### src/rtl/neopix_frame_sequencer_pkg.sv
// Shared types and defaults for the neopixel frame sequencer.
package neopix_pkg;

    localparam int unsigned NUM_PIXELS_DEF     = 8;
    localparam int unsigned REFRESH_CYCLES_DEF = 833_333;
    localparam int unsigned COLOR_W            = 8;

    typedef struct packed {
        logic [COLOR_W-1:0] r;
        logic [COLOR_W-1:0] g;
        logic [COLOR_W-1:0] b;
    } color_t;

    typedef enum logic [2:0] {
        IDLE,
        LOAD,
        GO,
        DROP,
        TX,
        DONE
    } seq_state_t;

endpackage

### src/rtl/neopix_frame_sequencer_if.sv
// Pixel-write, frame-control and controller-facing signals of the frame sequencer.
interface neopix_frame_sequencer_if
    import neopix_pkg::*;
#(
    parameter int unsigned PIX_W = 3
) ();

    logic                   wr_en;
    logic [PIX_W-1:0]       wr_pixel;
    logic [3*COLOR_W-1:0]   wr_color;
    logic                   frame_req;
    logic                   auto_en;
    logic                   ctrl_ready;
    logic                   load;
    logic                   go;
    logic [PIX_W-1:0]       pixel;
    logic [COLOR_W-1:0]     red;
    logic [COLOR_W-1:0]     green;
    logic [COLOR_W-1:0]     blue;
    logic                   busy;
    logic                   frame_done;

    modport master (
        output wr_en, wr_pixel, wr_color, frame_req, auto_en, ctrl_ready,
        input  load, go, pixel, red, green, blue, busy, frame_done
    );

    modport slave (
        input  wr_en, wr_pixel, wr_color, frame_req, auto_en, ctrl_ready,
        output load, go, pixel, red, green, blue, busy, frame_done
    );

endinterface

### src/rtl/neopix_frame_sequencer_refresh_timer.sv
// Free-running refresh counter; tick_o is high while the counter sits on its wrap value.
module refresh_timer
    import neopix_pkg::*;
#(
    parameter int unsigned REFRESH_CYCLES = REFRESH_CYCLES_DEF
) (
    input  logic clk,
    input  logic rst_n,
    output logic tick_o
);

    localparam int unsigned CNT_W = (REFRESH_CYCLES > 1) ? $clog2(REFRESH_CYCLES) : 1;
    localparam logic [CNT_W-1:0] CNT_LAST = CNT_W'(REFRESH_CYCLES - 1);

    logic [CNT_W-1:0] cnt_q, cnt_d;
    logic             tick_q, tick_d;

    always_comb begin
        cnt_d  = (cnt_q == CNT_LAST) ? '0 : cnt_q + CNT_W'(1);
        tick_d = (cnt_d == CNT_LAST);
    end

    always_ff @(posedge clk or negedge rst_n) begin
        if (!rst_n) begin
            cnt_q  <= '0;
            tick_q <= 1'b0;
        end else begin
            cnt_q  <= cnt_d;
            tick_q <= tick_d;
        end
    end

    assign tick_o = tick_q;

endmodule

### src/rtl/neopix_frame_sequencer.sv
// Pixel buffer plus frame FSM that streams load pulses and a go to the neopixel controller.
module neopix_frame_sequencer
    import neopix_pkg::*;
#(
    parameter int unsigned NUM_PIXELS     = NUM_PIXELS_DEF,
    parameter int unsigned PIX_W          = $clog2(NUM_PIXELS),
    parameter int unsigned REFRESH_CYCLES = REFRESH_CYCLES_DEF,
    parameter int unsigned DROP_TIMEOUT   = 4
) (
    input  logic                        CLOCK_50,
    input  logic                        reset_n,
    neopix_frame_sequencer_if.slave     bus
);

    localparam int unsigned DROP_W = $clog2(DROP_TIMEOUT + 1);
    localparam logic [PIX_W-1:0]  LAST_PIX  = PIX_W'(NUM_PIXELS - 1);
    localparam logic [DROP_W-1:0] DROP_LAST = DROP_W'(DROP_TIMEOUT - 1);

    color_t            buf_q [NUM_PIXELS];
    seq_state_t        state_q, state_d;
    logic [PIX_W-1:0]  idx_q, idx_d;
    logic [DROP_W-1:0] drop_q, drop_d;
    logic              dirty_q, dirty_d;
    logic              pending_q, pending_d;
    logic              load_q, load_d;
    logic              go_q, go_d;
    logic              done_q, done_d;
    logic              busy_q, busy_d;
    logic [PIX_W-1:0]  pixel_q, pixel_d;
    color_t            color_q, color_d;
    logic              tick;
    logic              wr_ok;

    refresh_timer #(
        .REFRESH_CYCLES (REFRESH_CYCLES)
    ) u_refresh_timer (
        .clk    (CLOCK_50),
        .rst_n  (reset_n),
        .tick_o (tick)
    );

    assign wr_ok = bus.wr_en && (32'(bus.wr_pixel) < NUM_PIXELS);

    always_ff @(posedge CLOCK_50 or negedge reset_n) begin
        if (!reset_n) begin
            for (int i = 0; i < int'(NUM_PIXELS); i++) begin
                buf_q[i] <= '0;
            end
        end else if (wr_ok) begin
            buf_q[bus.wr_pixel] <= bus.wr_color;
        end
    end

    // pending sees this cycle's request so a request in IDLE starts the frame on the next edge
    always_comb begin
        state_d   = state_q;
        idx_d     = idx_q;
        drop_d    = drop_q;
        dirty_d   = dirty_q;
        pending_d = pending_q;
        load_d    = 1'b0;
        go_d      = 1'b0;
        done_d    = 1'b0;
        pixel_d   = '0;
        color_d   = '0;

        if (bus.frame_req || (tick && bus.auto_en && dirty_q)) begin
            pending_d = 1'b1;
        end

        case (state_q)
            IDLE: begin
                if (pending_d) begin
                    pending_d = 1'b0;
                    dirty_d   = 1'b0;
                    idx_d     = '0;
                    state_d   = LOAD;
                end
            end
            LOAD: begin
                if (bus.ctrl_ready) begin
                    load_d  = 1'b1;
                    pixel_d = idx_q;
                    color_d = buf_q[idx_q];
                    idx_d   = idx_q + PIX_W'(1);
                    if (idx_q == LAST_PIX) begin
                        state_d = GO;
                    end
                end
            end
            GO: begin
                if (bus.ctrl_ready) begin
                    go_d    = 1'b1;
                    drop_d  = '0;
                    state_d = DROP;
                end
            end
            DROP: begin
                if (!bus.ctrl_ready) begin
                    state_d = TX;
                end else if (drop_q == DROP_LAST) begin
                    state_d = DONE;
                end else begin
                    drop_d = drop_q + DROP_W'(1);
                end
            end
            TX: begin
                if (bus.ctrl_ready) begin
                    state_d = DONE;
                end
            end
            DONE: begin
                done_d  = 1'b1;
                state_d = IDLE;
            end
            default: state_d = IDLE;
        endcase

        // a write landing on the frame-start edge keeps the buffer dirty
        if (wr_ok) begin
            dirty_d = 1'b1;
        end

        busy_d = (state_d != IDLE);
    end

    always_ff @(posedge CLOCK_50 or negedge reset_n) begin
        if (!reset_n) begin
            state_q   <= IDLE;
            idx_q     <= '0;
            drop_q    <= '0;
            dirty_q   <= 1'b0;
            pending_q <= 1'b0;
            load_q    <= 1'b0;
            go_q      <= 1'b0;
            done_q    <= 1'b0;
            busy_q    <= 1'b0;
            pixel_q   <= '0;
            color_q   <= '0;
        end else begin
            state_q   <= state_d;
            idx_q     <= idx_d;
            drop_q    <= drop_d;
            dirty_q   <= dirty_d;
            pending_q <= pending_d;
            load_q    <= load_d;
            go_q      <= go_d;
            done_q    <= done_d;
            busy_q    <= busy_d;
            pixel_q   <= pixel_d;
            color_q   <= color_d;
        end
    end

    assign bus.load       = load_q;
    assign bus.go         = go_q;
    assign bus.frame_done = done_q;
    assign bus.busy       = busy_q;
    assign bus.pixel      = pixel_q;
    assign bus.red        = color_q.r;
    assign bus.green      = color_q.g;
    assign bus.blue       = color_q.b;

endmodule

### src/flat_wrapper.sv
// flat-port wrapper written by rule: the top's interface ports become plain ports
module neopix_frame_sequencer_flat import neopix_pkg::*;
#(
    parameter int unsigned NUM_PIXELS     = NUM_PIXELS_DEF,
    parameter int unsigned PIX_W          = $clog2(NUM_PIXELS),
    parameter int unsigned REFRESH_CYCLES = REFRESH_CYCLES_DEF,
    parameter int unsigned DROP_TIMEOUT   = 4
)
  (CLOCK_50, reset_n, bus_wr_en, bus_wr_pixel, bus_wr_color, bus_frame_req, bus_auto_en, bus_ctrl_ready, bus_load, bus_go, bus_pixel, bus_red, bus_green, bus_blue, bus_busy, bus_frame_done);
  neopix_frame_sequencer_if #(.PIX_W(PIX_W)) bus_i ();
  input  logic CLOCK_50;
  input  logic reset_n;
  input wire logic [$bits(bus_i.wr_en)-1:0] bus_wr_en;
  input wire logic [$bits(bus_i.wr_pixel)-1:0] bus_wr_pixel;
  input wire logic [$bits(bus_i.wr_color)-1:0] bus_wr_color;
  input wire logic [$bits(bus_i.frame_req)-1:0] bus_frame_req;
  input wire logic [$bits(bus_i.auto_en)-1:0] bus_auto_en;
  input wire logic [$bits(bus_i.ctrl_ready)-1:0] bus_ctrl_ready;
  output wire logic [$bits(bus_i.load)-1:0] bus_load;
  output wire logic [$bits(bus_i.go)-1:0] bus_go;
  output wire logic [$bits(bus_i.pixel)-1:0] bus_pixel;
  output wire logic [$bits(bus_i.red)-1:0] bus_red;
  output wire logic [$bits(bus_i.green)-1:0] bus_green;
  output wire logic [$bits(bus_i.blue)-1:0] bus_blue;
  output wire logic [$bits(bus_i.busy)-1:0] bus_busy;
  output wire logic [$bits(bus_i.frame_done)-1:0] bus_frame_done;
  assign bus_i.wr_en = bus_wr_en;
  assign bus_i.wr_pixel = bus_wr_pixel;
  assign bus_i.wr_color = bus_wr_color;
  assign bus_i.frame_req = bus_frame_req;
  assign bus_i.auto_en = bus_auto_en;
  assign bus_i.ctrl_ready = bus_ctrl_ready;
  assign bus_load = bus_i.load;
  assign bus_go = bus_i.go;
  assign bus_pixel = bus_i.pixel;
  assign bus_red = bus_i.red;
  assign bus_green = bus_i.green;
  assign bus_blue = bus_i.blue;
  assign bus_busy = bus_i.busy;
  assign bus_frame_done = bus_i.frame_done;
  neopix_frame_sequencer #(.NUM_PIXELS(NUM_PIXELS), .PIX_W(PIX_W), .REFRESH_CYCLES(REFRESH_CYCLES), .DROP_TIMEOUT(DROP_TIMEOUT)) u_core (.CLOCK_50(CLOCK_50), .reset_n(reset_n), .bus(bus_i));
endmodule
### config.mk
export PLATFORM = sky130hd
export DESIGN_NAME = neopix_frame_sequencer_flat
export DESIGN_NICKNAME = d
export VERILOG_FILES = /design/src/rtl/neopix_frame_sequencer_pkg.sv /design/src/rtl/neopix_frame_sequencer_if.sv /design/src/rtl/neopix_frame_sequencer_refresh_timer.sv /design/src/rtl/neopix_frame_sequencer.sv /design/src/flat_wrapper.sv
export SDC_FILE = /design/constraint.sdc
export NUM_CORES = 1
export LEC_CHECK = 0
export BUFFER_PORTS_ARGS = -buffer_cell sky130_fd_sc_hd__buf_2
export CAP_MARGIN = 20
export CELL_PAD_IN_SITES_DETAIL_PLACEMENT = 1
export CELL_PAD_IN_SITES_GLOBAL_PLACEMENT = 2
export CORE_MARGIN = 2
export CORE_UTILIZATION = 40
export CTS_BUF_LIST = sky130_fd_sc_hd__clkbuf_4 sky130_fd_sc_hd__clkbuf_8 sky130_fd_sc_hd__clkbuf_16
export DETAILED_ROUTE_END_ITERATION = 6
export GPL_ROUTABILITY_DRIVEN = 0
export PLACE_DENSITY = 0.79
export SYNTH_ARGS = -nofsm -noshare
export SYNTH_HDL_FRONTEND = slang
export SYNTH_SLANG_ARGS = --single-unit
### constraint.sdc
create_clock -name CLOCK_50 -period 1.8 [get_ports CLOCK_50]
set_input_delay 0.27 -clock CLOCK_50 [delete_from_list [all_inputs] [get_ports CLOCK_50]]
set_output_delay 0.27 -clock CLOCK_50 [all_outputs]
set_load 0.05 [all_outputs]
---- Yosys cells after proc, flatten, opt, wreduce, memory -nomap -nowiden ----
Cells that the tools add are included.
W data, S select, Z words.
cells by class
  $lt $le $gt $ge ......................... 3
  reductions and logical operators ........ 13
  equality and inequality tests ........... 14
  $add $sub $neg .......................... 3
  muxes and demuxes ....................... 35
  bitwise operators ....................... 2
operator list
  cell                     count
  $bwmux W192              1
  $mux W24                 5
  $bmux W24 S3             1
  $demux W24 S3            1
  $mux W3                  14
  $eq A20 B20 Y1 const B   2
  $add A20 B1 Y20 const B  1
  $mux W20                 1
  $pmux W3 S5              1
  $pmux W3 S2              2
  $eq A3 B2 Y1 const B     3
  $eq A3 B3 Y1 const B     3
  $mux W1                  9
  $ge A4 B4 Y1 const B     2
  $ne A2 B2 Y1 const B     4
  $not A3 Y4               2
  $reduce_bool A2 Y1       4
  $add A3 B1 Y3 const B    2
  $lt A4 B1 Y1 const B     1
  $reduce_and A4 Y1        1
  $eq A3 B1 Y1 const B     1
  $logic_and A1 B1 Y1      3
  $logic_not A3 Y1         1
  $reduce_and A3 Y1        1
  other kinds (4)          4
storage, ports and cells
  input bits .............................. 33
  flip-flop bits (word level) ............. 255

---- Longest topological paths before layout ----
Gate-level depths: netlist of the first run.
  word-level depth ........................ 7
  mapped depth ............................ 7
  depth with buffers taken out ............ 7

---- By module ----
Synthesis of the first run repeated with hierarchy kept, for this count alone.
second synthesis, totals
  cells, all modules ...................... 744
  area, all modules ....................... 11393.4 sq um
modules (own cells, without submodules)
  module                  cells an instance  seq. area each (sq um)  area each (sq um)  times used
  neopix_frame_sequencer  603                5855.6                  10058.4            1
  refresh_timer           141                525.5                   1335.0             1

---- Worst setup path before layout of the first run ----
OpenSTA, ideal clock, no wires.
  path type ............................... flip-flop to flip-flop
  start ................................... register u_core.u_refresh_timer.cnt_q[0]
  end ..................................... register u_core.u_refresh_timer.tick_q, in the netlist u_core.u_refresh_timer.tick_o
  library setup time ...................... 111 ps
  cell stages (with the launch flop) ...... 8
  data arrival time ....................... 1804 ps
  clock period less this slack ............ 1915 ps
  setup slack ............................. -115 ps
  cell sequence ........................... dfrtp_1 -> ha_1 -> nand3_4 -> nor2_1 -> nand2_1 -> xnor2_1 -> nand4b_1 -> a2111oi_2
between the ends
  cells in the longest elaborated chain, start to end .. 3
  elaborated cells on any way between the ends .. 4
  those cells by class .................... add/sub (1); eq/ne (2); mux (1)
ends and longest elaborated chain
  what                                                      line                                        RTL
  from (decl)                                               neopix_frame_sequencer_refresh_timer.sv:15  logic [CNT_W-1:0] cnt_q, cnt_d;
  from (signal assigned)                                    neopix_frame_sequencer_refresh_timer.sv:28  cnt_q <= cnt_d;
  $add A20 B1 Y20 / $eq A20 B20 Y1 (equally long branches)  neopix_frame_sequencer_refresh_timer.sv:19  cnt_d = (cnt_q == CNT_LAST) ? '0 : cnt_q + CNT_W'(1);
  $mux W20 (*)                                              neopix_frame_sequencer_refresh_timer.sv:19
  via u_core.u_refresh_timer.cnt_d[16]                      neopix_frame_sequencer_refresh_timer.sv:15
  $eq A20 B20 Y1 (*)                                        neopix_frame_sequencer_refresh_timer.sv:20  tick_d = (cnt_d == CNT_LAST);
  via u_core.u_refresh_timer.tick_d                         neopix_frame_sequencer_refresh_timer.sv:16  logic tick_q, tick_d;
  to (signal assigned)                                      neopix_frame_sequencer_refresh_timer.sv:29  tick_q <= tick_d;
  to (decl)                                                 neopix_frame_sequencer_refresh_timer.sv:16
The timed path passes the listed nets; every way through them passes the cells marked *.
A chain may end at the register's enable or synchronous reset.

---- Final worst setup path of the first run ----
  start ................................... register u_core.u_refresh_timer.cnt_q[1]
  end ..................................... register u_core.u_refresh_timer.tick_q, in the netlist u_core.u_refresh_timer.tick_o
between the ends
  cells in the longest elaborated chain, start to end .. 3
  elaborated cells on any way between the ends .. 4
  those cells by class .................... add/sub (1); eq/ne (2); mux (1)
ends and longest elaborated chain
  what                                                      line
  $add A20 B1 Y20 / $eq A20 B20 Y1 (equally long branches)  neopix_frame_sequencer_refresh_timer.sv:19
  $mux W20 (*)                                              neopix_frame_sequencer_refresh_timer.sv:19
  $eq A20 B20 Y1 (*)                                        neopix_frame_sequencer_refresh_timer.sv:20
  via u_core.u_refresh_timer.tick_d                         neopix_frame_sequencer_refresh_timer.sv:16
Marks and branches as above.

==> results of run 1 <==
per-layer routing:
metal | track usage | vias up | wire [µm]
li1 | - | 2952 | -
met1 | 0.2359 | 3629 | 11510
met2 | 0.3634 | 84 | 14580
met3 | 0.02669 | 37 | 761
met4 | 0.04495 | 0 | 537
met5 | 0 | - | 0
worst register-to-register path, delay by kind of cell, from the launching register on:
kind | cells | cell delay [ns]
compound gates | 4 | 0.97
fa+ha+maj | 1 | 0.17
flops | 1 | 0.44
simple gates | 2 | 0.20
kinds of logic after synthesis:
kind of cell | share of synthesized area
adders and majority gates | 0.006678
DFF | 0.5676
xor gates and xnor gates | 0.01402
and+or+nand+nor | 0.06255
muxes | 0.3107
AOI/OAI and AO/OA | 0.01914
buffers and inverters | 0.01925
power breakdown:
| group | total [mW] | switching [mW] | internal (mW) |
|---|---|---|---|
| Sequential | 7.69 | 0.683 | 7.00 |
| Combinational | 5.87 | 2.93 | 2.93 |
| Clock | 6.45 | 2.39 | 4.06 |
stage by stage:
step	setup WS (ns)	utilization	power (mW)	hold slack [ns]	instances
global placement	-0.01512	0.4516	13.34	0.1733	1195
finish	-0.08894	0.4930	20.00	0.07233	1252
global route	-0.1952	0.4929	21.01	0.05470	1251
floorplan	0.006789	-	11.77	-0.02559	745
detailed placement	-0.1739	0.4516	13.65	0.1816	1195
CTS	-0.06191	0.4915	20.22	0.04605	1248
layout by cell type, fill, tap and decap left out, types with 5 or more instances in the layout:
cell type / instances
inv_1: 7
clkbuf_16: 29
buf_4: 36
buf_2: 62
mux2i_1: 25
o21ai_0: 6
nand2_1: 18
a22o_1: 5
nand3_1: 8
bufinv_16: 6
mux4_2: 48
xnor2_1: 10
nand4b_1: 6
nor2_1: 43
buf_12: 17
a21oi_1: 5
xor2_1: 8
dfrtp_1: 250
clkbuf_8: 6
mux2_2: 192
final cells by class:
type | count | area share
multi-input cells | 440 | 0.3459
clock inverters | 14 | 0.01695
diodes | 2 | 0.0003664
clock buffers | 37 | 0.06028
repair buffers | 119 | 0.07210
flip-flops and latches | 255 | 0.4678
inverters | 7 | 0.001924
well taps | 378 | 0.03463
Yosys cell counts (all sizes together) (3+ instances only):
cell / n / area [µm²]
a21oi: 5 / 25.02
a22o: 5 / 43.79
and2: 4 / 25.02
and3: 5 / 32.53
buf: 23 / 115.1
clkbuf: 20 / 75.07
dfrtp: 255 / 6381
ha: 6 / 75.07
inv: 7 / 26.28
mux2: 192 / 2162
mux2i: 25 / 250.2
mux4: 48 / 1081
nand2: 18 / 67.56
nand2b: 3 / 18.77
nand3: 10 / 62.56
nand4: 6 / 67.56
nand4b: 6 / 52.55
nor2: 47 / 183.9
nor3: 7 / 50.05
nor3b: 4 / 40.03
nor4: 3 / 40.04
o21ai: 8 / 40.04
xnor2: 10 / 87.58
xor2: 8 / 70.07
repair_timing:
action,in CTS,in global routing
resized for setup,6,6
pin swaps,1,5
setup buffers,1,2
endpoints found under the setup margin,1,9
endpoints found under the hold margin,88,0
hold buffers,1,0
registers in the layout, indices dropped and copies added (netlist names), 3 cells and up:
name,cells
u_core.idx_q,3
u_core.bus.pixel,3
u_core.state_q,3
u_core.bus.green,8
u_core.buf_q,192
u_core.bus.blue,8
u_core.drop_q,3
u_core.bus.red,8
u_core.u_refresh_timer.cnt_q,20
worst min-delay path by stage:
stage / from / to / slack [ns]
6_report: bus_wr_color[6] / u_core.buf_q[6]$_DFFE_PN0P_ / 0.07
5_1_grt: bus_wr_color[21] / u_core.buf_q[45]$_DFFE_PN0P_ / 0.05
4_1_cts: bus_wr_color[15] / u_core.buf_q[111]$_DFFE_PN0P_ / 0.05
3_5_place_dp: reset_n / u_core.buf_q[18]$_DFFE_PN0P_ / 0.18
3_3_place_gp: reset_n / u_core.drop_q[2]$_DFFE_PN0P_ / 0.17
2_1_floorplan: reset_n / u_core.buf_q[0]$_DFFE_PN0P_ / -0.03
==> run metrics, run 1 <==
Worst Tran Pin Value=0.5956 ns; largest net degree at the start of global routing=73; first-pass GRT wire length=~44 mm; CP endpoint kind=flop; critical-path cell list=ha_4 -> nand3_4 -> a2111oi_4 -> a31oi_1 -> o22ai_1 -> nand2_1 -> a2111oi_2; Reg2Reg Depth=7; Syn Area/Cell=15.09 µm²; Crit path depth=7; unique cell type count in the Yosys netlist=46; critical path launch point=u_core.u_refresh_timer.cnt_q[1]$_DFF_PN0_; 1st-iter DRT viols=between 200 and 300; power per cell area=1465 nW/µm²; fin crit period=~1.9 ns; Max IR drop VDD=around 0.00072 V; Avg WL per Cell=21.88 µm; DP Area=between 10000 and 15000 µm²; Final setup violation count=1; Area Overhead vs Synth=21.49%; port buffer count=63; total CTS buffers=28; Rel. slew slack=0.6030; die width=~170 µm; FF-to-FF Start=u_core.u_refresh_timer.cnt_q[1]$_DFF_PN0_; WS Path Type=flop to flop; H-Tree Depth=1; Vias=~6700; num rows=between 60 and 70; crit-path max FO=6; TritonCTS clock tree=built; Mapped Cells=around 750; Max Cap Viol=0; Detailed Place HPWL=around 17 mm; CP arrival=2.31 ns; share of cells above drive strength 1=0.4989; fin nets=890; Leakage=about 5.9 nW; Startpoint Class=flop; Pre-antenna DRT Iters=4; worst hold-check path type=input port to flop; largest stage delay on the critical path=around 0.44 ns; Die Height=between 150 and 200 µm; slowest CP cell=dfrtp_2; Post-synth EDFFs=0; GR Overflow Total=0; Core Region=27710 µm²; failing checks=negative setup slack; Worst Path Buf+Inv=0; Post-synth top flop=dfrtp_1; maximum clock frequency=0.5294 GHz; Hold Path Depth=2; Initial Util=0.4058; Root Buffer=clkbuf_16; synthesized area=roughly 11000 µm²; fill cell count=between 2000 and 3000; R2R Setup Slk=-0.09 ns; worst path required time=between 2 and 2.5 ns; post-route cell area=around 14000 µm²; footprint of the multi-input gates=around 4700 µm²; total track usage=0.1942; post-DR vias/cell=roughly 5.4; worst clock skew=around 0.015 ns; Async S/R FF share, synth=1.000; Worst R2R End=u_core.u_refresh_timer.tick_o$_DFF_PN0_; Yosys warning total=0; status=complete, but fails checks; DRC errors left=0; worst setup margin=-0.08894 ns; clk slew on worst S/H paths=0.06 ns; critical path endpoint=u_core.u_refresh_timer.tick_o$_DFF_PN0_; Post-DRT Antenna Nets=0; RSZ-0062 raised after global routing=true; Sum Neg Setup Slack=-0.08894 ns; Seq cells post-synth=between 200 and 300; Clock Latency Late Sink=0.54 ns; DIE AREA=just under 30000 µm²; final wirelength=between 20 and 30 mm; final cycle utilization of the critical path=1.049; syn nets=just under 800; Crit path max-delay family=compound AO/OA/AOI/OAI gates; Final Hold Fails=0; count of boundary I/O pins=between 60 and 70; Seq. cell area=between 6000 and 7000 µm²; Sink Count=about 260; sequential share of the synthesized area=0.5676; CTS max path bufs=3; antenna violations before repair=2; Slew Limit Fails=0; number of global-route vias before repair=about 8000
(Power assumes the default switching activity.)
==> run 2: changes to the inputs <==
ABC_AREA = 1   (was default)
CORE_MARGIN = default   (was 2)
CORE_UTILIZATION = 34   (was 40)
PLACE_DENSITY = default   (was 0.79)
PLACE_DENSITY_LB_ADDON = 0.12   (was default)
==> run metrics, run 2 <==
status=completed; share of cells above drive strength 1=0.1414; Crit path max-delay family=simple AND/OR/NAND/NOR gates; worst clock skew=about 0.0076 ns; post-synth top area share=0.5713; clk slew on worst S/H paths=about 0.060 ns; crit-path max FO=5; Reg2Reg Depth=10; die width=183.3 µm; Leakage=about 6.3 nW; sequential share of the synthesized area=0.5713; total track usage=0.2091; CP endpoint kind=flop; Mapped Cells=between 1000 and 1500; hold slack=0.03834 ns; Worst Tran Pin Value=about 0.62 ns; Post-synth EDFFs=0; fin nets=1409; critical-path cell list=ha_4 -> nand2_4 -> nor2_4 -> buf_6 -> nand3_4 -> nor2_1 -> xor2_1 -> nor2_1 -> nand3_1 -> nor2_1; Sink Count=approximately 260; Synth top cells by count=291 x nand2_1, 264 x o21ai_0, 255 x dfrtp_1; Startpoint Class=flop; Sum Neg Setup Slack=0 ns; CTS max path bufs=3; synthesized area=11170 µm²; Worst Path Buf+Inv=1; worst path required time=between 2 and 2.5 ns; Pre-antenna DRT Iters=5; number of global-route vias before repair=9758; max reg flops=approximately 190; count of boundary I/O pins=64; DIE AREA=33580 µm²; Detailed Place HPWL=roughly 19 mm; CP dominant cell by count=nor2_1; GR Overflow Total=0; Async S/R FF share, synth=1.000; syn nets=roughly 1400; power per cell area=1478 nW/µm²; antenna violations before repair=0; Reg with most FFs=u_core.buf_q; largest stage delay on the critical path=roughly 0.43 ns; Avg WL per Cell=between 15 and 20 µm; Final Hold Fails=0; Post-DRT Antenna Nets=0; synth top area cells=dfrtp_1 57%, o21ai_0 12%, nand2_1 9.8%; Post-synth top flop=dfrtp_1; final cycle utilization of the critical path=0.9276; count leader, synth=nand2_1; post-synth top area cell=dfrtp_1; first-pass GRT wire length=between 50 and 60 mm; Seq cells post-synth=approximately 260; fin crit period=approximately 1.7 ns; CP arrival=approximately 2.1 ns; post-DR vias/cell=about 5; Max Cap Viol=0; most frequent cells in the layout=283 x nand2_1, 264 x o21ai_0, 250 x dfrtp_1, 165 x nor2_1, 67 x inv_1; worst hold-check path type=input port to flop; Crit path depth=10; Max IR drop VDD=around 0.00073 V; most common cell after layout, fill and taps aside=nand2_1; Core Region=approximately 32000 µm²; Diodes inserted=0; Final setup violation count=0; H-Tree Depth=1; Rel. slew slack=0.5884; Initial Util=0.3442; unique cell type count in the Yosys netlist=30; num rows=66; maximum clock frequency=between 0.5 and 0.6 GHz; 1st-iter DRT viols=452; DRC errors left=0; Slew Limit Fails=0; port buffer count=63; Largest regs=u_core.buf_q x192, u_core.u_refresh_timer.cnt_q x20; TritonCTS clock tree=built; fill cell count=3876; Clock Latency Late Sink=0.55 ns; slowest CP cell=dfrtp_2; Root Buffer=clkbuf_16; Die Height=183.3 µm; Hold Path Depth=5; Syn Area/Cell=~8.5 µm²; Vias=~9100; Area Overhead vs Synth=19.02%; total CTS buffers=30; largest net degree at the start of global routing=61; final wirelength=between 30 and 40 mm; WS Path Type=flop to flop; Yosys warning total=0
-- run 2: changes by cell type after synthesis, sizes merged, moves of 37 or more --
cell,change
nor2,+133
o22ai,+47
clkbuf,+45
nand2,+282
mux2,-192
mux4,-48
nand3,+37
inv,+67
o21ai,+266
-- run 2: what timing repair did --
action | in CTS | in global routing
endpoints found under the hold margin | 42 | 0
endpoints found under the setup margin | 0 | 1
gates resized for setup | 0 | 18
hold buffers | 2 | 0
setup buffers | 0 | 4
-- run 2: where the power goes --
group	leakage [nW]	total [mW]	switching (mW)	internal, mW
clock network	0.479	5.92	2.36	3.56
logic	2.59	6.18	4.27	1.91
registers	3.20	7.55	0.610	6.95
-- run 2: tightest hold or removal path, delay by kind of cell --
family	cells	cell delay (ns)
buf+inv	2	0.12
simple gates	3	0.16
-- run 2: cells by family after synthesis --
kind of cell,count (synthesis),synth area share
simple gates,545,0.2005
buf+inv,153,0.05298
xor+xnor,4,0.003137
compound gates,355,0.1653
flops,255,0.5713
fa+ha+maj,6,0.006721
-- run 2: path summary, 6_finish.rpt --
check | start | endpoint | slack, ns
setup / recovery | u_core.u_refresh_timer.cnt_q[0]$_DFF_PN0_ | u_core.u_refresh_timer.tick_o$_DFF_PN0_ | 0.13
hold / removal | bus_frame_req | u_core.pending_q$_DFF_PN0_ | 0.04
setup reg to reg | u_core.u_refresh_timer.cnt_q[0]$_DFF_PN0_ | u_core.u_refresh_timer.tick_o$_DFF_PN0_ | 0.13
hold reg to reg | u_core.buf_q[156]$_DFFE_PN0P_ | u_core.buf_q[156]$_DFFE_PN0P_ | 0.48
max in group asynchronous | reset_n | u_core.buf_q[12]$_DFFE_PN0P_ | 0.92
min in group asynchronous | reset_n | u_core.drop_q[0]$_DFFE_PN0P_ | 0.23
-- run 2: final cells by class --
| class | count | area (µm²) | share of cell area |
|---|---|---|---|
| tap | 442 | 553.0 | 0.04160 |
| clock inverter | 3 | 40.04 | 0.003012 |
| multi-input combinational | 910 | 4277 | 0.3217 |
| sequential | 255 | 6390 | 0.4807 |
| timing repair buffer | 98 | 847.1 | 0.06372 |
| inverter | 75 | 281.5 | 0.02118 |
| clock buffer | 45 | 905.9 | 0.06814 |
-- run 2: per-layer routing --
layer | wire, µm | vias to the layer above | GRT usage | share of wire
li1 | - | 4424 | - | -
met1 | 16480 | 4542 | 0.2918 | 0.49
met2 | 15600 | 125 | 0.3487 | 0.46
met3 | 858 | 41 | 0.02462 | 0.026
met4 | 614 | 0 | 0.04500 | 0.018
met5 | 0 | - | 0 | 0
-- run 2: per-stage QoR --
step | instances | utilization | power [mW] | worst slack [ns] | area (µm²)
after floorplan | 1318 | - | 11.69 | 0.2836 | 11170
after global routing | 1828 | 0.4096 | 20.94 | -0.03093 | 13290
final | 1828 | 0.4096 | 19.65 | 0.1303 | 13290
after global placement | 1775 | 0.3769 | 13.85 | 0.1093 | 12230
after CTS | 1825 | 0.4066 | 19.98 | 0.002728 | 13200
after detailed placement | 1775 | 0.3769 | 13.92 | 0.01519 | 12230
